File: src/rtl/npu_dispatch_if.sv
// Command/response bus between the EX-stage dispatcher and the NPU.
// The master side issues commands and the slave side reports completion.
interface npu_dispatch_if;
    logic        npu_cmd_valid;
    logic        npu_cmd_ready;
    logic [1:0]  npu_cmd_op;
    logic [63:0] npu_cmd_src;
    logic [63:0] npu_cmd_dst;
    logic        npu_done;
    logic        npu_error;
    logic [63:0] npu_result;

    modport master (
        output npu_cmd_valid, npu_cmd_op, npu_cmd_src, npu_cmd_dst,
        input  npu_cmd_ready, npu_done, npu_error, npu_result
    );

    modport slave (
        input  npu_cmd_valid, npu_cmd_op, npu_cmd_src, npu_cmd_dst,
        output npu_cmd_ready, npu_done, npu_error, npu_result
    );
endinterface

File: src/rtl/npu_dispatch.sv
// Dispatches NPU matmul/conv instructions from EX, stalls the front-end until the
// NPU completes or times out, then issues a single register-file writeback.
module npu_dispatch #(
    parameter int TIMEOUT_CYCLES = 1024
) (
    input  logic                clk,
    input  logic                rst_n,
    input  logic                dec_valid,
    input  logic                is_npu_matrix_mul,
    input  logic                is_npu_conv,
    input  logic [63:0]         rs1_data,
    input  logic [63:0]         rs2_data,
    input  logic [4:0]          rd_addr,
    output logic                stall,
    npu_dispatch_if.master      npu,
    output logic                wb_valid,
    output logic [4:0]          wb_rd,
    output logic [63:0]         wb_data,
    output logic                npu_fault
);

    localparam int CNT_W = $clog2(TIMEOUT_CYCLES + 1);
    localparam logic [CNT_W-1:0] CNT_LAST = CNT_W'(TIMEOUT_CYCLES - 1);

    typedef enum logic [1:0] {IDLE, ISSUE, WAIT, WB} state_t;

    state_t           state;
    logic [CNT_W-1:0] cnt;
    logic [4:0]       rd_q;
    logic [63:0]      data_q;
    logic             req;

    // Both flags set is a malformed decode and is treated as no request.
    assign req   = dec_valid & (is_npu_matrix_mul ^ is_npu_conv);
    assign stall = (state != IDLE) | req;

    assign wb_rd   = rd_q;
    assign wb_data = data_q;

    always_ff @(posedge clk or negedge rst_n) begin
        if (!rst_n) begin
            state             <= IDLE;
            cnt               <= '0;
            rd_q              <= '0;
            data_q            <= '0;
            npu.npu_cmd_valid <= 1'b0;
            npu.npu_cmd_op    <= 2'b00;
            npu.npu_cmd_src   <= '0;
            npu.npu_cmd_dst   <= '0;
            wb_valid          <= 1'b0;
            npu_fault         <= 1'b0;
        end else begin
            case (state)
                IDLE: begin
                    if (req) begin
                        npu.npu_cmd_op    <= is_npu_matrix_mul ? 2'b01 : 2'b10;
                        npu.npu_cmd_src   <= rs1_data;
                        npu.npu_cmd_dst   <= rs2_data;
                        npu.npu_cmd_valid <= 1'b1;
                        rd_q              <= rd_addr;
                        state             <= ISSUE;
                    end
                end
                ISSUE: begin
                    if (npu.npu_cmd_ready) begin
                        npu.npu_cmd_valid <= 1'b0;
                        cnt               <= '0;
                        state             <= WAIT;
                    end
                end
                WAIT: begin
                    // Completion takes priority over a coincident timeout.
                    if (npu.npu_done) begin
                        data_q    <= npu.npu_error ? '1 : npu.npu_result;
                        npu_fault <= npu.npu_error;
                        wb_valid  <= (rd_q != 5'd0);
                        state     <= WB;
                    end else if (cnt == CNT_LAST) begin
                        data_q    <= '1;
                        npu_fault <= 1'b1;
                        wb_valid  <= (rd_q != 5'd0);
                        state     <= WB;
                    end else begin
                        cnt <= cnt + CNT_W'(1);
                    end
                end
                WB: begin
                    wb_valid  <= 1'b0;
                    npu_fault <= 1'b0;
                    state     <= IDLE;
                end
                default: state <= IDLE;
            endcase
        end
    end

endmodule

File: src/flat_wrapper.sv
// flat-port wrapper written by rule: the top's interface ports become plain ports
module npu_dispatch_flat 
#(
    parameter int TIMEOUT_CYCLES = 1024
)
  (clk, rst_n, dec_valid, is_npu_matrix_mul, is_npu_conv, rs1_data, rs2_data, rd_addr, stall, wb_valid, wb_rd, wb_data, npu_fault, npu_npu_cmd_valid, npu_npu_cmd_op, npu_npu_cmd_src, npu_npu_cmd_dst, npu_npu_cmd_ready, npu_npu_done, npu_npu_error, npu_npu_result);
  npu_dispatch_if npu_i ();
  input  logic clk;
  input  logic rst_n;
  input  logic dec_valid;
  input  logic is_npu_matrix_mul;
  input  logic is_npu_conv;
  input  logic [63:0] rs1_data;
  input  logic [63:0] rs2_data;
  input  logic [4:0] rd_addr;
  output logic stall;
  output logic wb_valid;
  output logic [4:0] wb_rd;
  output logic [63:0] wb_data;
  output logic npu_fault;
  output wire logic [$bits(npu_i.npu_cmd_valid)-1:0] npu_npu_cmd_valid;
  output wire logic [$bits(npu_i.npu_cmd_op)-1:0] npu_npu_cmd_op;
  output wire logic [$bits(npu_i.npu_cmd_src)-1:0] npu_npu_cmd_src;
  output wire logic [$bits(npu_i.npu_cmd_dst)-1:0] npu_npu_cmd_dst;
  input wire logic [$bits(npu_i.npu_cmd_ready)-1:0] npu_npu_cmd_ready;
  input wire logic [$bits(npu_i.npu_done)-1:0] npu_npu_done;
  input wire logic [$bits(npu_i.npu_error)-1:0] npu_npu_error;
  input wire logic [$bits(npu_i.npu_result)-1:0] npu_npu_result;
  assign npu_npu_cmd_valid = npu_i.npu_cmd_valid;
  assign npu_npu_cmd_op = npu_i.npu_cmd_op;
  assign npu_npu_cmd_src = npu_i.npu_cmd_src;
  assign npu_npu_cmd_dst = npu_i.npu_cmd_dst;
  assign npu_i.npu_cmd_ready = npu_npu_cmd_ready;
  assign npu_i.npu_done = npu_npu_done;
  assign npu_i.npu_error = npu_npu_error;
  assign npu_i.npu_result = npu_npu_result;
  npu_dispatch #(.TIMEOUT_CYCLES(TIMEOUT_CYCLES)) u_core (.clk(clk), .rst_n(rst_n), .dec_valid(dec_valid), .is_npu_matrix_mul(is_npu_matrix_mul), .is_npu_conv(is_npu_conv), .rs1_data(rs1_data), .rs2_data(rs2_data), .rd_addr(rd_addr), .stall(stall), .npu(npu_i), .wb_valid(wb_valid), .wb_rd(wb_rd), .wb_data(wb_data), .npu_fault(npu_fault));
endmodule
File: config.mk
export PLATFORM = sky130hd
export DESIGN_NAME = npu_dispatch_flat
export DESIGN_NICKNAME = d
export VERILOG_FILES = /design/src/rtl/npu_dispatch_if.sv /design/src/rtl/npu_dispatch.sv /design/src/flat_wrapper.sv
export SDC_FILE = /design/constraint.sdc
export NUM_CORES = 1
export LEC_CHECK = 0
export ABC_AREA = 0
export CAP_MARGIN = 20
export CORE_MARGIN = 2
export CORE_UTILIZATION = 35
export CTS_CLUSTER_SIZE = 20
export DETAILED_ROUTE_END_ITERATION = 8
export PLACE_DENSITY = 0.76
export SETUP_SLACK_MARGIN = 0.4
export SYNTH_ARGS = -nofsm -noshare
export SYNTH_HDL_FRONTEND = slang
export SYNTH_SLANG_ARGS = --single-unit
File: constraint.sdc
create_clock -name clk -period 1.7 [get_ports clk]
set_input_delay 0.17 -clock clk [delete_from_list [all_inputs] [get_ports clk]]
set_output_delay 0.17 -clock clk [all_outputs]
set_load 0.01 [all_outputs]
==> results of run 1 <==
## area by class of cell
class                           count  area (sq um)
Antenna cell                        1         2.502
Clock buffer                       34         719.4
Clock inverter                      8         97.59
Fill cell                        1585          7518
Inverter                            7         28.78
Multi-Input combinational cell    415          3866
Sequential cell                   215          5380
Tap cell                          324         405.4
Timing Repair Buffer              541          6301
## placed cells by master, fill, tap and decap left out, types with 35 or more instances in the layout
| cell | instances |
|---|---|
| dlymetal6s2s_1 | 161 |
| a21oi_1 | 81 |
| buf_2 | 35 |
| clkdlybuf4s50_1 | 203 |
| dfrtp_1 | 215 |
| nor2_1 | 69 |
| a21oi_2 | 53 |
| mux2_4 | 135 |
| buf_4 | 56 |
## power by group
part	switching [mW]	internal (mW)	total, mW	leakage (nW)
combinational	5.59	8.18	13.8	5.80
sequential	1.45	7.53	8.98	2.44
clock	2.15	3.24	5.38	0.395
total	9.19	18.9	28.1	8.64
## routing by layer
metal,vias to the layer above,track usage (%)
li1,3468,-
met1,3896,28.60
met2,323,42.94
met3,60,6.138
met4,0,5.925
met5,-,0
## cells by family after synthesis
group / after synthesis / share of synthesized area [%]
buf+inv: 53 / 3.039
mux: 138 / 17.94
flops: 215 / 62.22
xor+xnor: 1 / 0.1013
simple gates: 115 / 6.034
fa+ha+maj: 5 / 0.7235
compound gates: 156 / 9.941
## critical path: cells and delay by family, from the launching register on
kind | cells | cell delay, ns
simple gates | 2 | 0.60
buf+inv | 3 | 0.42
flops | 1 | 0.38
fa+ha+maj | 1 | 0.20
compound gates | 2 | 0.17
## final timing paths
kind / start / end / cells past startpoint
min in group clk: npu_npu_result[43] / u_core.wb_data[43] / 3
max in group asynchronous: rst_n / u_core.wb_data[11] / 3
min reg2reg: u_core.npu.npu_cmd_op[1] / u_core.npu.npu_cmd_op[1] / 2
max: u_core.cnt[0] / u_core.cnt[5] / 8
min: rst_n / u_core.wb_data[46] / 2
max reg2reg: u_core.cnt[0] / u_core.cnt[5] / 8
## repair_timing
| item | 4_1_cts | 5_1_grt |
|---|---|---|
| resized for setup | 214 | 239 |
| buffers inserted | 40 | 9 |
| hold buffers | 1 | 0 |
| gates cloned | 23 | 3 |
| setup endpoints to repair | 418 | 383 |
| endpoints found under the hold margin | 131 | 0 |
| pin swaps | 9 | 13 |
## registers in the layout, indices dropped and copies added (netlist names)
signal                    flops
u_core.wb_rd                  5
u_core.wb_data               64
u_core.npu.npu_cmd_op         2
u_core.npu_fault              1
u_core.npu.npu_cmd_src       64
u_core.wb_valid               1
u_core.npu.npu_cmd_valid      1
u_core.cnt                   11
u_core.npu.npu_cmd_dst       64
u_core.state                  2
## stage by stage
step                      area, sq um  util [%]
after floorplan                  9407         -
after global placement          14080     57.88
after detailed placement        14080     57.88
after CTS                       16010     65.82
after global routing            16800     69.08
final                           16800     69.08
==> results by stage, run 1 <==
Global routing:
- The first-pass GRT wire length is 49,020 um.
- The pin count of the biggest net entering global routing is 57.
- The sum of overflow across all layers after global routing is 0.
- The number of global-route vias before repair was ~8,200.
- Global routing consumed, over all layers together, 23.87% of the routing resources.
- The number of antenna violations at the first check in global routing came to 1.

Placed design:
- The count of input and output buffers is ~410.
- The number of placed instances with taps included is between 1,000 and 1,500.
- Detailed placement finished with a half-perimeter wire length of 19,860 um.
- The worst-case setup slack after placement is -0.2249 ns.
- The final weighted congestion in routability-driven placement is 0.8017.

Logic synthesis:
- The count of yosys warnings during synthesis is 0.
- The dominant synthesized flop cell is dfrtp_1.
- The sequential-to-total area share from yosys stat is between 60% and 70%.
- Of all flip-flops after synthesis, the portion carrying an async set or reset was 100.0%.
- The total of flip-flops plus latches after synthesis is between 200 and 250.
- Counting instances in the post-synthesis netlist gives the leading cell types as 215 x dfrtp_1, 136 x mux2_2, 134 x a21oi_1, 69 x nor2_1, 19 x clkbuf_1.
- The mean area per synthesized cell is 12.66 sq um.
- The summed instance area of the synthesized netlist is about 8600 sq um.
- The most repeated cell in the gate-level netlist after synthesis is dfrtp_1.
- The number of cells produced by synthesis is 683.
- The cell accounting for the most synthesized area is dfrtp_1.
- The number of nets handed over by synthesis was a little under 900.
- Counting flops with a built-in enable in the synthesized netlist gives 0.
- After synthesis, the largest area contributor takes up 62.22% of total cell area.
- Ranked by total cell area, the synthesized netlist is headed by dfrtp_1 62%, mux2_2 18%, a21oi_1 7.8%.
- The synthesized netlist contains 37 unique library cells.

Layout:
- In the final design database the tool counted approximately 1,400 nets.
- Cells with a size suffix above 1 make up between 30% and 40% of the layout.
- From synthesis to final layout, the design area changed by 94.30%.
- For this run, the number of standard cells in the final layout without fillers is around 1,500.

Worst setup path:
- The nature of the critical path startpoint is a register.
- Data arrives at the worst endpoint at 2.27 ns.
- The critical-path cell with the highest stage delay is or4_1.
- The setup slack of the worst register-to-register path is -0.15 ns.
- The delay of the slowest cell on the worst path is approximately 0.5 ns.
- The peak fanout along the critical path is 7.
- By startpoint and endpoint, the worst setup path is classified as register to register.
- Traced cell by cell, the critical path runs through ha_2 -> nand4_1 -> buf_4 -> o31ai_4 -> buf_12 -> buf_6 -> or4_1 -> o211ai_1.
- The kind of end point of the critical path is a register.
- The required time of the critical path is around 2.1 ns.

Clock network:
- The number of sinks driven by the clock tree is around 220.
- TritonCTS built the clock tree.
- Clock tree synthesis selected as its root buffer the cell clkbuf_16.
- The insertion delay of the later-clocked pin in the worst-skew pair is a little over 0.5 ns.
- In this run the number of H-tree levels came out at 1.
- The CTS clock-pin slew for the worst setup and hold paths is around 0.060 ns.
- The clock tree buffer depth is 3.
- Clock tree synthesis inserted a total of 24 buffers.

Route:
- Wire segments on met2 add up to 17,190 um in the final route.
- In the routed design, unresolved DRC markers number 0.
- The violation count after the first detailed-routing iteration is approximately 360.
- Signal routing reaches up to met4.
- The wire length on met3 is about 2400 um.
- Across all layers, the routed design uses approximately 7,700 vias.
- Using the TritonRoute via totals, the vias-per-cell ratio works out to roughly 5.
- The number of antenna-violating nets in the routed design is 0.
- The iteration count of the initial detailed-routing pass is 4.
- Summed over all layers, the routed wires come to approximately 33,000 um.
- The routed length per instance is about 21 um.
- The detailed router put a total of between 10,000 and 15,000 um of wire on met1.

Timing:
- Measured against its own limit, the worst slew margin works out to roughly two thirds.
- Setup repair after global routing could not meet its margin everywhere.
- Timing would allow up to between 0.5 and 0.6 GHz.
- The pin slew with the least headroom to its limit is around 0.51 ns.
- The worst path in the final design needs a cycle of around 1.8 ns, including I/O delays and setup.
- The count of final max-slew check failures is 0.
- Setup total negative slack on the finished layout was measured at -9.763 ns.
- The number of endpoints with negative hold slack in the final report is 0.
- Final hold analysis gives a worst-case slack of between 0.15 and 0.2 ns.
- Setup violations remaining at the end of the flow were counted as approximately 120.
- Of the available clock period, the critical path in the final layout requires 108.7%.
- The worst-case clock skew is around 0.011 ns.
- The final worst-path setup slack is -0.1479 ns.

Run status:
- The final reports fail on negative setup slack.
- The flow ran to the end, but the final reports show violations.

Pwr:
- The worst-case vdd ir drop is 972.3 uV.
- The total power consumption of the routed design is approximately 28 mW.
- In this run the static leakage power is 8.635 nW.
- The total power density per cell area is around 1700 nW/um^2.

Job:
- The number of violations of the max-capacitance limit is 0.

Floorplan:
- The die covers ~26,000 sq um.
- The initialized floorplan defines 57 standard-cell rows.
- The initial core utilization is 35.56%.
- The core region is roughly 24,000 sq um.
- The die span in y is 161.2 um.
- The chip width is 161.2 um.
- The I/O pin count is 408.

Worst hold path:
- The class of the tightest hold or removal check is input pin to async pin.
No activity file was read; power rests on OpenSTA's default activity.
==> run 2, diff against run 1 <==
- MAX_ROUTING_LAYER: default -> met4
==> results by stage, run 2 (synthesized netlist as in run 1, its figures left out) <==
Run status:
- The run finished, with violations left.
- The final reports fail on negative setup slack.

Layout:
- The final non-filler cell area is approximately 17,000 sq um.
- After the flow finishes, the layout carries non-filler instances totaling roughly 1,500.
- In the layout the commonest cells are 215 x dfrtp_1, 203 x clkdlybuf4s50_1, 161 x dlymetal6s2s_1.
- Compared with the post-synthesis result, the final layout area differs by 94.63%.
- For this run, the post-layout net count is between 1,000 and 1,500.
- The fraction of final layout cells with drive strength greater than 1 is ~36%.
- Leaving out fill and tap cells, the most frequent cell in the layout is dfrtp_1.

Route:
- The wire length on met3 is 2282 um.
- The final wirelength is about 33,000 um.
- The violation count after the first detailed-routing iteration is 329.
- The overall via count from detail_route is ~7,800.
- Dividing the detail-routed wire length by the instance count gives between 20 and 25 um.
- In the routed design, unresolved DRC markers number 0.
- The detailed-routed wire length on met2 is approximately 17,000 um.
- In the routed layout, each cell is associated on average with a via count of 5.025.
- The iteration count of the initial detailed-routing pass is 5.
- The wire length the detailed router placed on met1 is 12,790 um.
- The number of antenna-violating nets in the routed design is 0.
- After detailed routing, no signal wire sits above met4.

Worst setup path:
- The number of cells on the worst reg-to-reg path is 7.
- STA classifies the critical path endpoint as a register.
- The data arrival time of the worst path is between 2 and 2.5 ns.
- The critical path is of the register to register type.
- At the worst endpoint, the required time is about 2.1 ns.
- The peak fanout along the critical path is 8.
- The nature of the critical path startpoint is a register.

Global routing:
- The number of antenna violations at the first check in global routing was 2.
- The first global-routing pass estimated just under 50,000 um of wire.
- For this run the aggregate overflow at the end of global routing stands at 0.
- Global routing used 24.60% of the available tracks across all layers.
- The pin count of the biggest net entering global routing is 57.
- The number of global-route vias before repair is approximately 8,000.

Clock network:
- TritonCTS built the clock tree.
- The number of sinks driven by the clock tree is 215.
- The longest clock path from root to sink contains 3 buffers.
- The insertion delay of the later-clocked pin in the worst-skew pair is just over 0.5 ns.
- In this run the clock root is driven by a clkbuf_16.
- Clock-pin slew was measured on the worst setup and hold paths at 0.06 ns.
- The number of clock buffers added by TritonCTS is 24.
- In this run the number of H-tree levels came out at 1.

Pwr:
- VDD sags by at most ~970 uV.
- The static leakage is about 8.6 nW.
- The total power density per cell area is 1674 nW/um^2.
- The completed layout was analyzed and its total power is approximately 28 mW.

Placed design:
- Once detailed placement completed, the half-perimeter wirelength came to a little under 20,000 um.
- The count of buffers added on input and output ports is between 400 and 500.
- The final weighted congestion in routability-driven placement is between 0.8 and 0.9.
- Before CTS, the worst setup slack after placement is -0.2249 ns.
- The number of placed instances with taps included is about 1,400.
- The area after detailed placement is between 10,000 and 15,000 sq um.

Timing:
- The final worst-path setup slack is -0.1477 ns.
- The clock arrives with around 0.0074 ns of skew.
- On the final layout, the worst hold slack is about 0.18 ns.
- The time the final worst path needs with I/O delays and setup is ~1.8 ns.
- The count of final max-slew check failures is 0.
- Setup violations remaining at the end of the flow were counted as around 130.
- The number of endpoints with negative hold slack in the final report is 0.
- After layout, the worst path uses 108.7% of the clock period.
- For the pin with the worst max-slew slack, the measured transition is around 0.51 ns.
- Derived from the worst setup path, the maximum achievable clock frequency is between 0.5 and 0.6 GHz.
- Setup repair after global routing could not meet its margin everywhere.
- The relative slew slack is about two thirds.

Floorplan:
- In this run the vertical extent of the chip is between 150 and 200 um.
- During I/O placement, the number of pins put on the boundary was 408.
- The total core area is approximately 24,000 sq um.
- The chip width is about 160 um.
- The floorplan has between 50 and 60 rows.
- The initial core utilization is between 30% and 40%.
- The area of the die is roughly 26,000 sq um.

Worst hold path:
- The worst hold path belongs to the class input pin to async pin.

Job:
- The tool flagged a number of max-cap violations equal to 0.
==> run 2: worst paths after layout <==
kind                                               start                  endpoint  slack, ns
max in group asynchronous                          rst_n        u_core.wb_data[18]       0.85
worst max-delay path                      u_core.cnt[10]        u_core.wb_data[33]      -0.15
worst max register to register            u_core.cnt[10]        u_core.wb_data[33]      -0.15
min in group clk                      npu_npu_result[43]        u_core.wb_data[43]       0.26
worst min register to register  u_core.npu.npu_cmd_op[1]  u_core.npu.npu_cmd_op[1]       0.50
worst min-delay path                               rst_n        u_core.wb_data[46]       0.18
==> run 2: metal layers <==
layer  up-vias  global-route usage (%)
met2       324                   42.80
li1       3476                       -
met5         -                       -
met3        56                   4.854
met1      3912                   29.55
met4         0                   6.006
==> run 2: layout make-up <==
class                   count  area (sq um)
inverters                   7         28.78
repair buffers            541          6301
diodes                      2         5.005
multi-input cells         415          3892
flip-flops and latches    215          5380
clock buffers              34         719.4
well taps                 324         405.4
clock inverters             8         97.59
fillers                  1581          7490
==> run 2: worst max-delay path, stage by stage, from the launching register on <==
cell	delay (ns)
dfrtp_1	0.38
nand2b_1	0.22
or3_4	0.44
a21oi_4	0.21
buf_12	0.18
buf_12	0.11
buf_16	0.12
a21oi_2	0.05
==> run 2: where the power goes <==
part	internal, mW	leakage, nW	switching [mW]
clock network	3.24	0.395	2.14
logic	8.19	5.80	5.62
registers	7.53	2.44	1.46
total	19.0	8.64	9.21
==> run 2: repair_timing <==
item,in CTS,in global routing
pin swaps,9,13
setup buffers,40,9
resized for setup,214,245
cloned,23,3
endpoints found under the hold margin,131,0
setup endpoints to repair,418,383
hold buffers,1,0
==> run 2: through the flow <==
step	setup TNS, ns	utilization [%]
after CTS	-10.85	65.82
after global placement	-24.92	57.88
after global routing	-20.41	69.20
after floorplan	-5.665	-
final	-9.908	69.20
after detailed placement	-34.09	57.88
==> run 3, diff against run 2 <==
- CAP_MARGIN: 20 -> default
==> results of run 3 <==
The final DEF is identical to that of run 2; final timing and power are the same.
